$ cat config.mk
export PLATFORM = sky130hd
export DESIGN_NAME = instr_prefetch_queue
export DESIGN_NICKNAME = d
export VERILOG_FILES = /design/src/rtl/dlx_fetch_pkg.sv /design/src/rtl/instr_fifo.sv /design/src/rtl/instr_prefetch_queue.sv
export SDC_FILE = /design/constraint.sdc
export NUM_CORES = 1
export LEC_CHECK = 0
export ABC_AREA = 0
export CORE_ASPECT_RATIO = 1.5
export CORE_MARGIN = 1
export CORE_UTILIZATION = 35
export CTS_BUF_LIST = sky130_fd_sc_hd__clkbuf_16
export CTS_CLUSTER_SIZE = 40
export DETAILED_ROUTE_END_ITERATION = 6
export GPL_ROUTABILITY_DRIVEN = 1
export PLACE_DENSITY = 0.57
export SLEW_MARGIN = 30
export SYNTH_ARGS = -nofsm -noshare
export SYNTH_HDL_FRONTEND = slang
export SYNTH_SLANG_ARGS = --single-unit
$ cat constraint.sdc
create_clock -name clk -period 4.1 [get_ports clk]
set_input_delay 0.41 -clock clk [delete_from_list [all_inputs] [get_ports clk]]
set_output_delay 0.41 -clock clk [all_outputs]
set_load 0.02 [all_outputs]
$ cat src/rtl/dlx_fetch_pkg.sv
// dlx_fetch_pkg: shared types and constants for the DLX instruction prefetch queue.
package dlx_fetch_pkg;
  localparam int INSTR_W = 32;
  localparam logic [31:0] PC_STEP = 32'd4;
  typedef enum logic [1:0] {IDLE, FETCH, FULL, SQUASH} state_t;
  typedef struct packed {
    logic [31:0]        pc;
    logic [INSTR_W-1:0] data;
  } entry_t;
endpackage

$ cat src/rtl/instr_fifo.sv
// instr_fifo: DEPTH-entry circular buffer of {pc, data} with wrap-bit pointers and sync flush.
module instr_fifo import dlx_fetch_pkg::*; #(
  parameter int DEPTH = 4
) (
  input  logic                     clk,
  input  logic                     rst_n,
  input  logic                     flush,
  input  logic                     wr_en,
  input  entry_t                   wr_data,
  input  logic                     rd_en,
  output entry_t                   rd_data,
  output logic                     empty,
  output logic [$clog2(DEPTH):0]   count
);
  localparam int AW = $clog2(DEPTH);
  entry_t mem [DEPTH];
  logic [AW:0] wptr, rptr;
  assign rd_data = mem[rptr[AW-1:0]];
  assign empty = wptr == rptr;
  assign count = wptr - rptr;
  always_ff @(posedge clk)
    if (wr_en && !flush) mem[wptr[AW-1:0]] <= wr_data;
  always_ff @(posedge clk or negedge rst_n)
    if (!rst_n) begin
      wptr <= '0;
      rptr <= '0;
    end else if (flush) begin
      wptr <= '0;
      rptr <= '0;
    end else begin
      if (wr_en) wptr <= wptr + 1'b1;
      if (rd_en) rptr <= rptr + 1'b1;
    end
endmodule

$ cat src/rtl/instr_prefetch_queue.sv
// instr_prefetch_queue: PC walker + req/ack fetch FSM feeding a decode-side queue.
// Optional PREFETCH_PERF_EN adds fetch/flush event counters.
module instr_prefetch_queue import dlx_fetch_pkg::*; #(
  parameter int          DEPTH    = 4,
  parameter logic [31:0] RESET_PC = 32'h0000_0000
) (
  input  logic        clk,
  input  logic        rst_n,
  output logic        imem_req,
  output logic [31:0] imem_addr,
  input  logic [31:0] imem_rdata,
  input  logic        imem_ack,
  output logic        inst_valid,
  output logic [31:0] inst_data,
  output logic [31:0] inst_pc,
  input  logic        inst_ready,
  input  logic        redirect_valid,
  input  logic [31:0] redirect_pc
`ifdef PREFETCH_PERF_EN
  ,
  output logic [31:0] perf_fetch_cnt,
  output logic [31:0] perf_flush_cnt
`endif
);
  localparam int CW = $clog2(DEPTH) + 1;
  state_t state;
  logic [31:0] tgt, rpc;
  logic [CW-1:0] cnt, cnt_nxt;
  logic enq, deq, empty;
  entry_t head, wdata;
  assign rpc = redirect_pc & 32'hFFFF_FFFC;
  assign imem_req = state == FETCH || state == SQUASH;
  assign enq = state == FETCH && imem_ack && !redirect_valid;
  assign deq = inst_valid && inst_ready && !redirect_valid;
  assign cnt_nxt = cnt + CW'(enq) - CW'(deq);
  assign wdata = '{pc: imem_addr, data: imem_rdata};
  assign inst_valid = !empty;
  assign inst_data = empty ? '0 : head.data;
  assign inst_pc = empty ? '0 : head.pc;
  instr_fifo #(.DEPTH(DEPTH)) u_fifo (
    .clk(clk), .rst_n(rst_n), .flush(redirect_valid),
    .wr_en(enq), .wr_data(wdata), .rd_en(deq),
    .rd_data(head), .empty(empty), .count(cnt)
  );
  // In SQUASH imem_addr stays on the abandoned request while tgt holds the redirect target.
  always_ff @(posedge clk or negedge rst_n)
    if (!rst_n) begin
      state <= IDLE;
      imem_addr <= RESET_PC;
      tgt <= RESET_PC;
    end else if (redirect_valid) begin
      if (imem_req && !imem_ack) begin
        state <= SQUASH;
        tgt <= rpc;
      end else begin
        state <= FETCH;
        imem_addr <= rpc;
      end
    end else if (state == IDLE) state <= FETCH;
    else if (state == FETCH && imem_ack) begin
      imem_addr <= imem_addr + PC_STEP;
      state <= cnt_nxt == CW'(DEPTH) ? FULL : FETCH;
    end else if (state == FULL && deq) state <= FETCH;
    else if (state == SQUASH && imem_ack) begin
      state <= FETCH;
      imem_addr <= tgt;
    end
`ifdef PREFETCH_PERF_EN
  always_ff @(posedge clk or negedge rst_n)
    if (!rst_n) begin
      perf_fetch_cnt <= '0;
      perf_flush_cnt <= '0;
    end else begin
      perf_fetch_cnt <= perf_fetch_cnt + 32'(enq);
      perf_flush_cnt <= perf_flush_cnt + 32'(redirect_valid);
    end
`endif
endmodule

* Word-level counts from Yosys, hierarchy flattened *
Memories as Yosys holds them, arrays and structs flattened.
Cells that the tools add are included.

storage, ports and cells
  bits in registers = 70
  memory bits (writable) = 256
  input port bits = 69
  word-level logic and storage cells = 60
  memories = 1

memory list
  name        depth  width  read ports  clocked after memory_dff  wr ports  line              text
  u_fifo.mem  4      64     1           0                         1         instr_fifo.sv:16  entry_t mem [DEPTH];

operators by class
  $add $sub $neg = 6
  equal/unequal tests = 8
  mux-type cells = 21
  reductions and logical operators = 19

operators by type and width
  cell                   number
  $mux 32                8
  $add 32x3->32 const B  1
  $mux 2                 7
  $mux 3                 4
  $logic_and 1x1->1      8
  $add 3x1->3 const B    2
  $reduce_bool 5->1      1
  $eq 2x2->1 const B     2
  $ne 2x2->1 const B     2
  $reduce_and 4->1       1
  $reduce_bool 2->1      2
  $add 3x1->3            1
  $eq 3x3->1             1
  $eq 3x3->1 const B     1
  $logic_not 1->1        3
  $ne 3x3->1 const B     1
  $reduce_bool 3->1      1
  $sub 3x1->3            1
  $sub 3x3->3            1
  $eq 2x1->1 const B     1
  $logic_not 2->1        1
  $mux 1                 2
  $reduce_and 2->1       1
  $logic_or 1x1->1       1

* Longest topological paths before layout *
Gate-level depths: netlist of the first run.

  depth after elaboration = 10
  gate-level depth with buffers = 12

* Modules after synthesis *
A second synthesis of the first run with hierarchy kept.

second synthesis, totals
  cells, all modules = 793
  area total of the unflattened synthesis = 13,588.0 um2

by module, submodules not included
  module                instances  cells an instance  area an instance (um2)
  instr_fifo            1          376                9,683.0
  instr_prefetch_queue  1          417                3,905.0

* Worst setup path before layout of the first run *
OpenSTA, ideal clock, no wires.

  path kind = flip-flop to flip-flop
  from = reg u_fifo.rptr[0]
  to = reg state[1]
  arrival = 2.895 ns
  required time = 4.034 ns
  path slack = 1.138 ns
  stages on the path, launching flop included = 13
  buffers on the path = 1
  cells stage by stage = dfrtp_1 -> buf_2 -> xor2_1 -> o31ai_2 -> nor2_1 -> fa_1 -> inv_1 -> fa_1 -> ha_1 -> xnor2_1 -> xnor2_1 -> o41ai_1 -> o32a_1

between the ends
  cells in the longest elaborated chain, start to end = 10

ends and longest elaborated chain
  what                                                                  line                        text
  start, declared                                                       instr_fifo.sv:17            logic [AW:0] wptr, rptr;
  start signal, assigned                                                instr_fifo.sv:32            if (rd_en) rptr <= rptr + 1'b1;
  parallel branches: the longest is 10 deep, another holds $sub 3x3->3  --
  end signal, assigned                                                  instr_prefetch_queue.sv:62  state <= cnt_nxt == CW'(DEPTH) ? FULL : FETCH;
  end, declared                                                         instr_prefetch_queue.sv:26  state_t state;

Parallel ways; which one is timed is not known.
A chain may end at the register's enable or synchronous reset.

* Final worst setup path of the first run *
  from = reg u_fifo.rptr[1]
  to = out inst_pc[13]

between the ends
  cells in the longest elaborated chain, start to end = 2

ends and longest elaborated chain
  what                                        line                        text
  $mem_v2 4x64 or $eq 3x3->1 (tied branches)  --
  $mux 32 *                                   instr_prefetch_queue.sv:39  assign inst_pc = empty ? '0 : head.pc;
  end, declared                               instr_prefetch_queue.sv:15  output logic [31:0] inst_pc,

Every way passes the cells marked *; elsewhere a longest branch is shown, timed or not.

==> run metrics, run 1 <==
final hold vios 0; most common cell after layout, fill and taps aside edfxtp_1; nets@finish 1054; CTS root buf clkbuf_16; Power Dens Cells 574 mW/mm2; I/O Buffers 160; Critical Path RT 3.69 ns; Critical Path Fanout Max 58; post-synthesis simple-gate area fraction 0.0916; register area share after synthesis 0.679; dpl hpwl 18.5 mm; maxcap violations 0; crit start category register; final antenna-violating net count 0; Syn Area/Cell 16.6 um2; CTS sink count between 300 and 400; synthesized instance count just over 800; antenna cells 0; Initial Util 0.357; GR Util All Layers 0.153; most frequent cells in the layout 248 x edfxtp_1, 159 x clkdlybuf4s50_1, 66 x dfrtp_1; predominant post-synthesis flop cell edfxtp_1; via-per-instance ratio 5.17; Total Wirelength just under 30 mm; post-CTS resize count 0; f_max 0.288 GHz; global-route wire length before repair ~46 mm; maximum VDD drop about 0.00036 V; Final min period 3.48 ns; Worst Path Arrival approximately 3 ns; Slew @ Worst Pin 0.933 ns; Worst slew margin 0.378; synthesis warning total 0; Inserted Clock Buffers 31; # hold bufs at CTS 1; Synth Area in Adders 0.0104; Setup Buffers After CTS 0; setup_tns 0 ns; post-synthesis mux area share 0.127; initial antenna violation count 0; largest net degree at the start of global routing 66; via count 7694; total grt overflow 0; H-tree depth 1; IO Count 167; drt pass-1 iters 5; final period utilization 0.848; largest family of logic cells by synthesized area multiplexers; CTS clk-pin slew, worst paths 0.06 ns; DR WL/cell ~20 um; RSZ-0062 raised after global routing no; Final setup viols 0; Die H 242 um; Synth Area in XOR/XNOR 0.00520; clock buffer depth 3; routability-driven placement congestion ratio 0.767; DIE AREA 0.0393 mm2; Setup CP Type reg2out; insertion delay to the later sink of the worst-skew pair between 0.5 and 0.6 ns; Clock Skew 0.0137 ns; Critical Path End Type primary output; Synth Register Bits 316; Initial DRC Count 529; Core ar. 0.0378 mm2; R2R depth 11; Chip Width 162 um; Layout Utilization 0.442; Residual DRC 0; Hold WC Path Type in2async; share of layout cells above drive strength 1 0.177; vias in the first global route roughly 8000; Netlist Area Pre-Place roughly 0.013 mm2; status complete, no violations; EDFF count, synth 248; floorplan row count 87; area grow syn2layout 23.8%; Slew Limit Fails 0; leak pwr 5.57 nW; synth unique cells 81; TritonCTS clock tree yes; Synth Area in Compound Gates 0.0601; Async SR Flop Fraction 0.215
-- flip-flops by register name, indices dropped and copies added, names as in the netlist --
| name | flops |
|---|---|
| imem_addr | 30 |
| state | 2 |
| tgt | 30 |
| u_fifo.mem | 248 |
| u_fifo.rptr | 3 |
| u_fifo.wptr | 3 |
-- per-stage QoR --
step	area [um2]	total power, mW	worst slack, ns	instances	hold WS [ns]
finish	16700	9.58	0.624	1488	0.412
detailed placement	15700	6.86	0.872	1430	0.470
global route	16700	10.0	0.407	1488	0.440
floorplan	13500	5.64	1.14	817	0.114
global placement	15700	6.83	0.856	1430	0.462
CTS	16700	9.73	0.445	1488	0.414
-- routing by layer --
layer | global-route usage | part of all wire
met5 | 0 | 0
met4 | 0.0466 | 0.021
met3 | 0.0178 | 0.041
met2 | 0.280 | 0.53
met1 | 0.186 | 0.41
-- cell families (layout without fill, tap and decap cells) --
group                    count (synthesis)  count (layout)
flip-flops                             316             316
AO/OA/AOI/OAI                          109             109
adder cells (fa/ha/maj)                 10              10
multiplexers                            90              90
AND/OR/NAND/NOR                        203             203
other                                    1               4
buffers and inverters                   77             259
XOR/XNOR                                 8               8
-- layout make-up --
cell class / instances / area (um2)
sequential: 316 / 9160
clock inverter: 26 / 246
timing repair buffer: 177 / 1800
inverter: 25 / 93.8
multi-input combinational: 424 / 4000
tap: 489 / 612
clock buffer: 31 / 776
fill: 3313 / 21100
-- where the power goes --
| part | switching [mW] | leakage, nW | internal, mW | total, mW |
|---|---|---|---|---|
| sequential | 0.343 | 3.06 | 3.80 | 4.14 |
| clock | 1.22 | 0.498 | 1.63 | 2.85 |
| combinational | 1.34 | 2.00 | 1.25 | 2.59 |
| total | 2.90 | 5.57 | 6.68 | 9.58 |
-- worst paths after layout --
path	from	to	slack [ns]
min in group clk	redirect_pc[26]	tgt[26]	0.44
max in group asynchronous	rst_n	u_fifo.wptr[1]	2.66
max reg2reg	u_fifo.rptr[1]	state[1]	0.91
max	u_fifo.rptr[1]	inst_pc[13]	0.62
min	rst_n	tgt[28]	0.41
min reg2reg	tgt[16]	tgt[16]	0.48
-- worst max-delay path: stages (launching register included) --
cell	delay, ns
dfrtp_4	0.48
buf_4	0.72
mux4_2	0.34
nor2b_1	0.26
clkdlybuf4s50_1	0.65
-- cells in the mapped netlist (7+ instances only) --
cell type / instances / area (um2)
nor2_1: 20 / 75.1
dfrtp_1: 68 / 1700
a221oi_1: 8 / 70.1
buf_2: 20 / 100
inv_1: 24 / 90.1
nand4_1: 13 / 81.3
nor3_1: 10 / 50.1
edfxtp_1: 248 / 7450
clkbuf_1: 19 / 71.3
mux2_2: 18 / 203
mux2_1: 8 / 90.1
o21ai_0: 18 / 90.1
a21oi_1: 14 / 70.1
nand2_1: 42 / 158
mux4_2: 62 / 1400
o22ai_1: 7 / 43.8
nor2b_1: 63 / 394
ha_1: 8 / 100
nand3_1: 8 / 40.0
(Power assumes the default switching activity.)
==> run 2, diff against run 1 <==
clock period = 3.2 ns   (was 4.1 ns; I/O delays follow)
==> run metrics, run 2 (synthesis gave the netlist of run 1 again) <==
status complete, no violations; Fill cells 3358 (+1.4%); Critical Path Fanout Max 24 (-59%); crit start category register; most frequent cells in the layout 248 x edfxtp_1, 158 x clkdlybuf4s50_1, 66 x dfrtp_1; final antenna-violating net count 0 (unchanged); Hold WC Path Type in2async; Chip Width 162 um (unchanged); routability-driven placement congestion ratio 0.778 (+1.3%); RSZ-0062 raised after global routing no; dpl hpwl 19.3 mm (+4.5%); fin area 0.0169 mm2 (+1.3%); Die H 242 um (unchanged); IO Count 167 (unchanged); most common cell after layout, fill and taps aside edfxtp_1; Inserted Clock Buffers 30 (-3.2%); area grow syn2layout 25.4%; reg-to-reg endpoint state[1]; CTS root buf clkbuf_16; Worst Path Arrival 2.74 ns (-0.33 ns); Residual DRC 0 (unchanged); worst hold margin 0.261 ns (-0.151 ns); Clock Skew 0.0216 ns (+0.00793 ns); Slew @ Worst Pin 0.598 ns (-0.335 ns); via-per-instance ratio 5.22 (+0.89%); maxcap violations 0 (unchanged); antenna cells 0 (unchanged); final period utilization 0.957; R2R depth 11 (unchanged); Worst path slowest cell clkdlybuf4s50_1; share of layout cells above drive strength 1 0.186 (+0.00866); clock buffer depth 3 (unchanged); insertion delay to the later sink of the worst-skew pair 0.56 ns (about the same); critical path's largest stage delay 0.55 ns (-0.17 ns); vias in the first global route 8312 (+3.4%); via count 7856 (+2.1%); Worst slew margin 0.601 (+0.223); maximum VDD drop 0.000394 V (+9.8%); H-tree depth 1 (unchanged); Final setup viols 0 (unchanged); drt pass-1 iters 5 (unchanged); DIE AREA 0.0393 mm2 (unchanged); I/O Buffers 160 (unchanged); Slew Limit Fails 0 (unchanged); Reg2Reg Setup Slack 0.22 ns (-0.69 ns); Initial Util 0.357 (unchanged); floorplan row count 87 (unchanged); Critical Path End Type primary output; Final min period 3.06 ns; Power Dens Cells 725 mW/mm2 (+26%); Core ar. 0.0378 mm2 (unchanged); placed cell areas 0.0158 mm2 (+1.2%); largest net degree at the start of global routing 66 (unchanged); f_max 0.326 GHz; Setup CP Type reg2out; max reg flops 248 (unchanged); final hold vios 0 (unchanged); nets@finish 1072 (+1.7%); initial antenna violation count 0 (unchanged); CTS sink count 316 (unchanged); DR WL/cell 20.3 um (+1.6%); Critical Path RT 2.88 ns (-0.81 ns); TritonCTS clock tree yes; Setup Buffers After CTS 0 (unchanged); GR Util All Layers 0.161 (+0.00761); CTS clk-pin slew, worst paths 0.06 ns (about the same); reg2reg start u_fifo.rptr[1]; total grt overflow 0 (unchanged); global-route wire length before repair 48.5 mm (+5.0%); Total Wirelength 30.6 mm (+2.9%); Initial DRC Count 571 (+7.9%); leak pwr 5.72 nW (+2.8%); CP Cell Sequence buf_16, clkbuf_16, mux4_2, nor2b_1, clkdlybuf4s50_1; setup_tns 0 ns (unchanged)
-- run 2: what timing repair did --
action                     CTS  global route
gates cloned                 1             1
setup endpoints to repair   23            11
resized for setup            5             2
hold buffers                 1             0
hold endpoints to repair    34             0
-- run 2: layout make-up --
type / instances / area, um2 / share of cell area
Clock inverter: 25 / 188 / 0.0111
Timing Repair Buffer: 196 / 2080 / 0.123
Inverter: 25 / 93.8 / 0.00555
Multi-Input combinational cell: 424 / 4000 / 0.237
Sequential cell: 316 / 9160 / 0.542
Tap cell: 489 / 612 / 0.0362
Clock buffer: 31 / 776 / 0.0459
-- run 2: power breakdown --
| part | total [mW] | switching, mW | internal [mW] |
|---|---|---|---|
| sequential | 5.30 | 0.430 | 4.87 |
| combinational | 3.48 | 1.77 | 1.71 |
| clock | 3.47 | 1.49 | 1.98 |
-- run 2: worst max-delay path: cells and delay by family, from the launching register on --
kind	cells	cell delay (ns)
simple gates	1	0.14
buf+inv	3	1.03
flops	1	0.47
mux	1	0.49
-- run 2: worst max-delay path by stage --
stage	from	end	cells past startpoint
2_1_floorplan	u_fifo.rptr[0]	state[1]	12
4_1_cts	u_fifo.rptr[0]	inst_pc[19]	5
6_report	u_fifo.rptr[0]	inst_data[10]	5
5_1_grt	u_fifo.rptr[0]	inst_data[9]	5
3_5_place_dp	redirect_valid	state[1]	11
3_3_place_gp	redirect_valid	state[1]	11
-- run 2: layer usage --
metal  global-route usage  wire [um]  up-vias  share of wire
met1                0.197      12400     4053           0.40
li1                     -          -     3574              -
met2                0.291      16400      191           0.54
met4               0.0497        658        0          0.021
met3               0.0187       1180       38          0.039
met5                    0          0        -              0
-- run 2: stage by stage --
| stage | cells | total power [mW] | utilization | setup WS (ns) |
|---|---|---|---|---|
| floorplan | 817 | 7.23 | - | 0.238 |
| global placement | 1447 | 8.81 | 0.419 | 0.225 |
| detailed placement | 1447 | 8.85 | 0.419 | 0.235 |
| CTS | 1505 | 12.4 | 0.446 | 0.0156 |
| global route | 1506 | 12.9 | 0.447 | 0.0306 |
| finish | 1506 | 12.2 | 0.447 | 0.137 |
==> run 3, diff against run 2 <==
SETUP_SLACK_MARGIN = 0.1   (was unset)
==> run metrics, run 3 (synthesis gave the netlist of run 1 again) <==
via-per-instance ratio 5.23 (+0.28%); routability-driven placement congestion ratio 0.778 (unchanged); nets@finish 1076 (+0.37%); drt pass-1 iters 7 (+2); final antenna-violating net count 0 (unchanged); register area 0.00916 mm2 (about the same); Slew Limit Fails 0 (unchanged); Clock Skew 0.0207 ns (-0.000978 ns); metal2 WL 16.9 mm (+2.9%); crit start category register; DIE AREA 0.0393 mm2 (unchanged); final period utilization 0.956 (-0.00112); fin area 0.0170 mm2 (+0.81%); Residual DRC 0 (unchanged); Total Wirelength 31.2 mm (+1.9%); Critical Path Fanout Max 11 (-54%); CTS root buf clkbuf_16; vias in the first global route 8310 (-0.024%); CTS clk-pin slew, worst paths 0.06 ns (about the same); Setup CP Type reg2out; Worst slew margin 0.585 (-0.0168); area grow syn2layout 26.4%; placed cell areas 0.0158 mm2 (unchanged); H-tree depth 1 (unchanged); DRT met1 WL 12.6 mm (+1.7%); max layer used met4; Power Dens Cells 722 mW/mm2 (-0.31%); leak pwr 5.98 nW (+4.6%); share of layout cells above drive strength 1 0.197 (+0.0110); Critical Path End Type primary output; Die H 242 um (unchanged); global-route wire length before repair 48.7 mm (+0.53%); Initial DRC Count 517 (-9.5%); f_max 0.327 GHz (+0.12%); Final setup viols 0 (unchanged); total grt overflow 0 (unchanged); max reg flops 248 (unchanged); I/O Buffers 160 (unchanged); insertion delay to the later sink of the worst-skew pair 0.57 ns (about the same); clock buffer depth 3 (unchanged); Slew @ Worst Pin 0.618 ns (+0.0200 ns); Critical Path RT 2.88 ns (about the same); CTS sink count 316 (unchanged); worst setup path start u_fifo.rptr[0]; most common cell after layout, fill and taps aside edfxtp_1; Multi-input gate area 0.00406 mm2 (+1.5%); RSZ-0062 raised after global routing yes; TritonCTS clock tree yes; GR Util All Layers 0.162 (+0.00138); setup_tns 0 ns (unchanged); dpl hpwl 19.3 mm (unchanged); IO Count 167 (unchanged); Hold WC Path Type in2async; maximum VDD drop 0.000368 V (-6.7%); initial antenna violation count 0 (unchanged); Chip Width 162 um (unchanged); antenna cells 0 (unchanged); largest net degree at the start of global routing 66 (unchanged); Layout Utilization 0.451 (+0.00364); Initial Util 0.357 (unchanged); maxcap violations 0 (unchanged); status complete, no violations; Core ar. 0.0378 mm2 (unchanged); Worst Path Arrival 2.74 ns (about the same); DR WL/cell 20.7 um (+1.6%); via count 7899 (+0.55%); most frequent cells in the layout 248 x edfxtp_1, 138 x clkdlybuf4s50_1, 65 x dfrtp_1; Final min period 3.06 ns (-0.00357 ns); final hold vios 0 (unchanged); met3 routed WL 1.07 mm (-9.5%); Inserted Clock Buffers 30 (unchanged); floorplan row count 87 (unchanged); reg2reg start u_fifo.rptr[0]; Fill cells 3340 (-0.54%)
==> run 3: changes by cell type in the layout (fill, tap and decap cells not counted), sizes merged <==
cell / previous run / this run
buf: 34 / 38
clkdlybuf4s50: 158 / 138
dlygate4sd2: 0 / 8
dlymetal6s2s: 1 / 13
==> run 3: stage by stage <==
step / setup WS (ns) / hold WS [ns] / power (mW) / std cells
2_1_floorplan: 0.238 / 0.0244 / 7.23 / 817
6_report: 0.141 / 0.262 / 12.3 / 1510
3_3_place_gp: 0.225 / 0.463 / 8.81 / 1447
4_1_cts: 0.0844 / 0.323 / 12.5 / 1506
5_1_grt: 0.0467 / 0.305 / 12.9 / 1510
3_5_place_dp: 0.235 / 0.471 / 8.85 / 1447
==> run 3: area by class of cell <==
class,count,area share
sequential,316,0.537
clock inverter,25,0.0110
inverter,25,0.00551
multi-input combinational,424,0.238
clock buffer,31,0.0455
timing repair buffer,200,0.126
tap,489,0.0359
==> run 3: where the power goes <==
group	internal (mW)	switching [mW]
clock network	1.98	1.49
registers	4.87	0.437
logic	1.74	1.80
total	8.59	3.72
==> run 3: worst max-delay path, cell delays in order, from the launching register on <==
cell and delay (ns):
dfrtp_4 0.54, buf_4 0.17, bufbuf_16 0.29, mux4_2 0.33, nor2b_1 0.21, clkdlybuf4s50_1 0.64
==> run 3: timing repair <==
item                                    in CTS  in global routing
hold buffers                                 1                  0
gates resized for setup                     17                 23
endpoints found under the setup margin      37                 27
cloned                                       2                  1
endpoints found under the hold margin       34                  0
pin swaps                                    0                  6
setup buffers                                0                  3
==> run 3: final timing paths <==
path                       depth (start not counted)  slack, ns      endpoint
hold reg to reg                                    2       0.48       tgt[29]
hold / removal                                     2       0.26       tgt[28]
min in group clk                                   3       0.35       tgt[29]
setup / recovery                                   5       0.14   inst_pc[29]
max in group asynchronous                          3       2.35  imem_addr[5]
setup reg to reg                                  11       0.23      state[1]
==> run 3: per-layer routing <==
metal	global-route usage	vias up
met5	0	-
li1	-	3588
met4	0.0488	0
met2	0.296	166
met3	0.0185	39
met1	0.198	4106
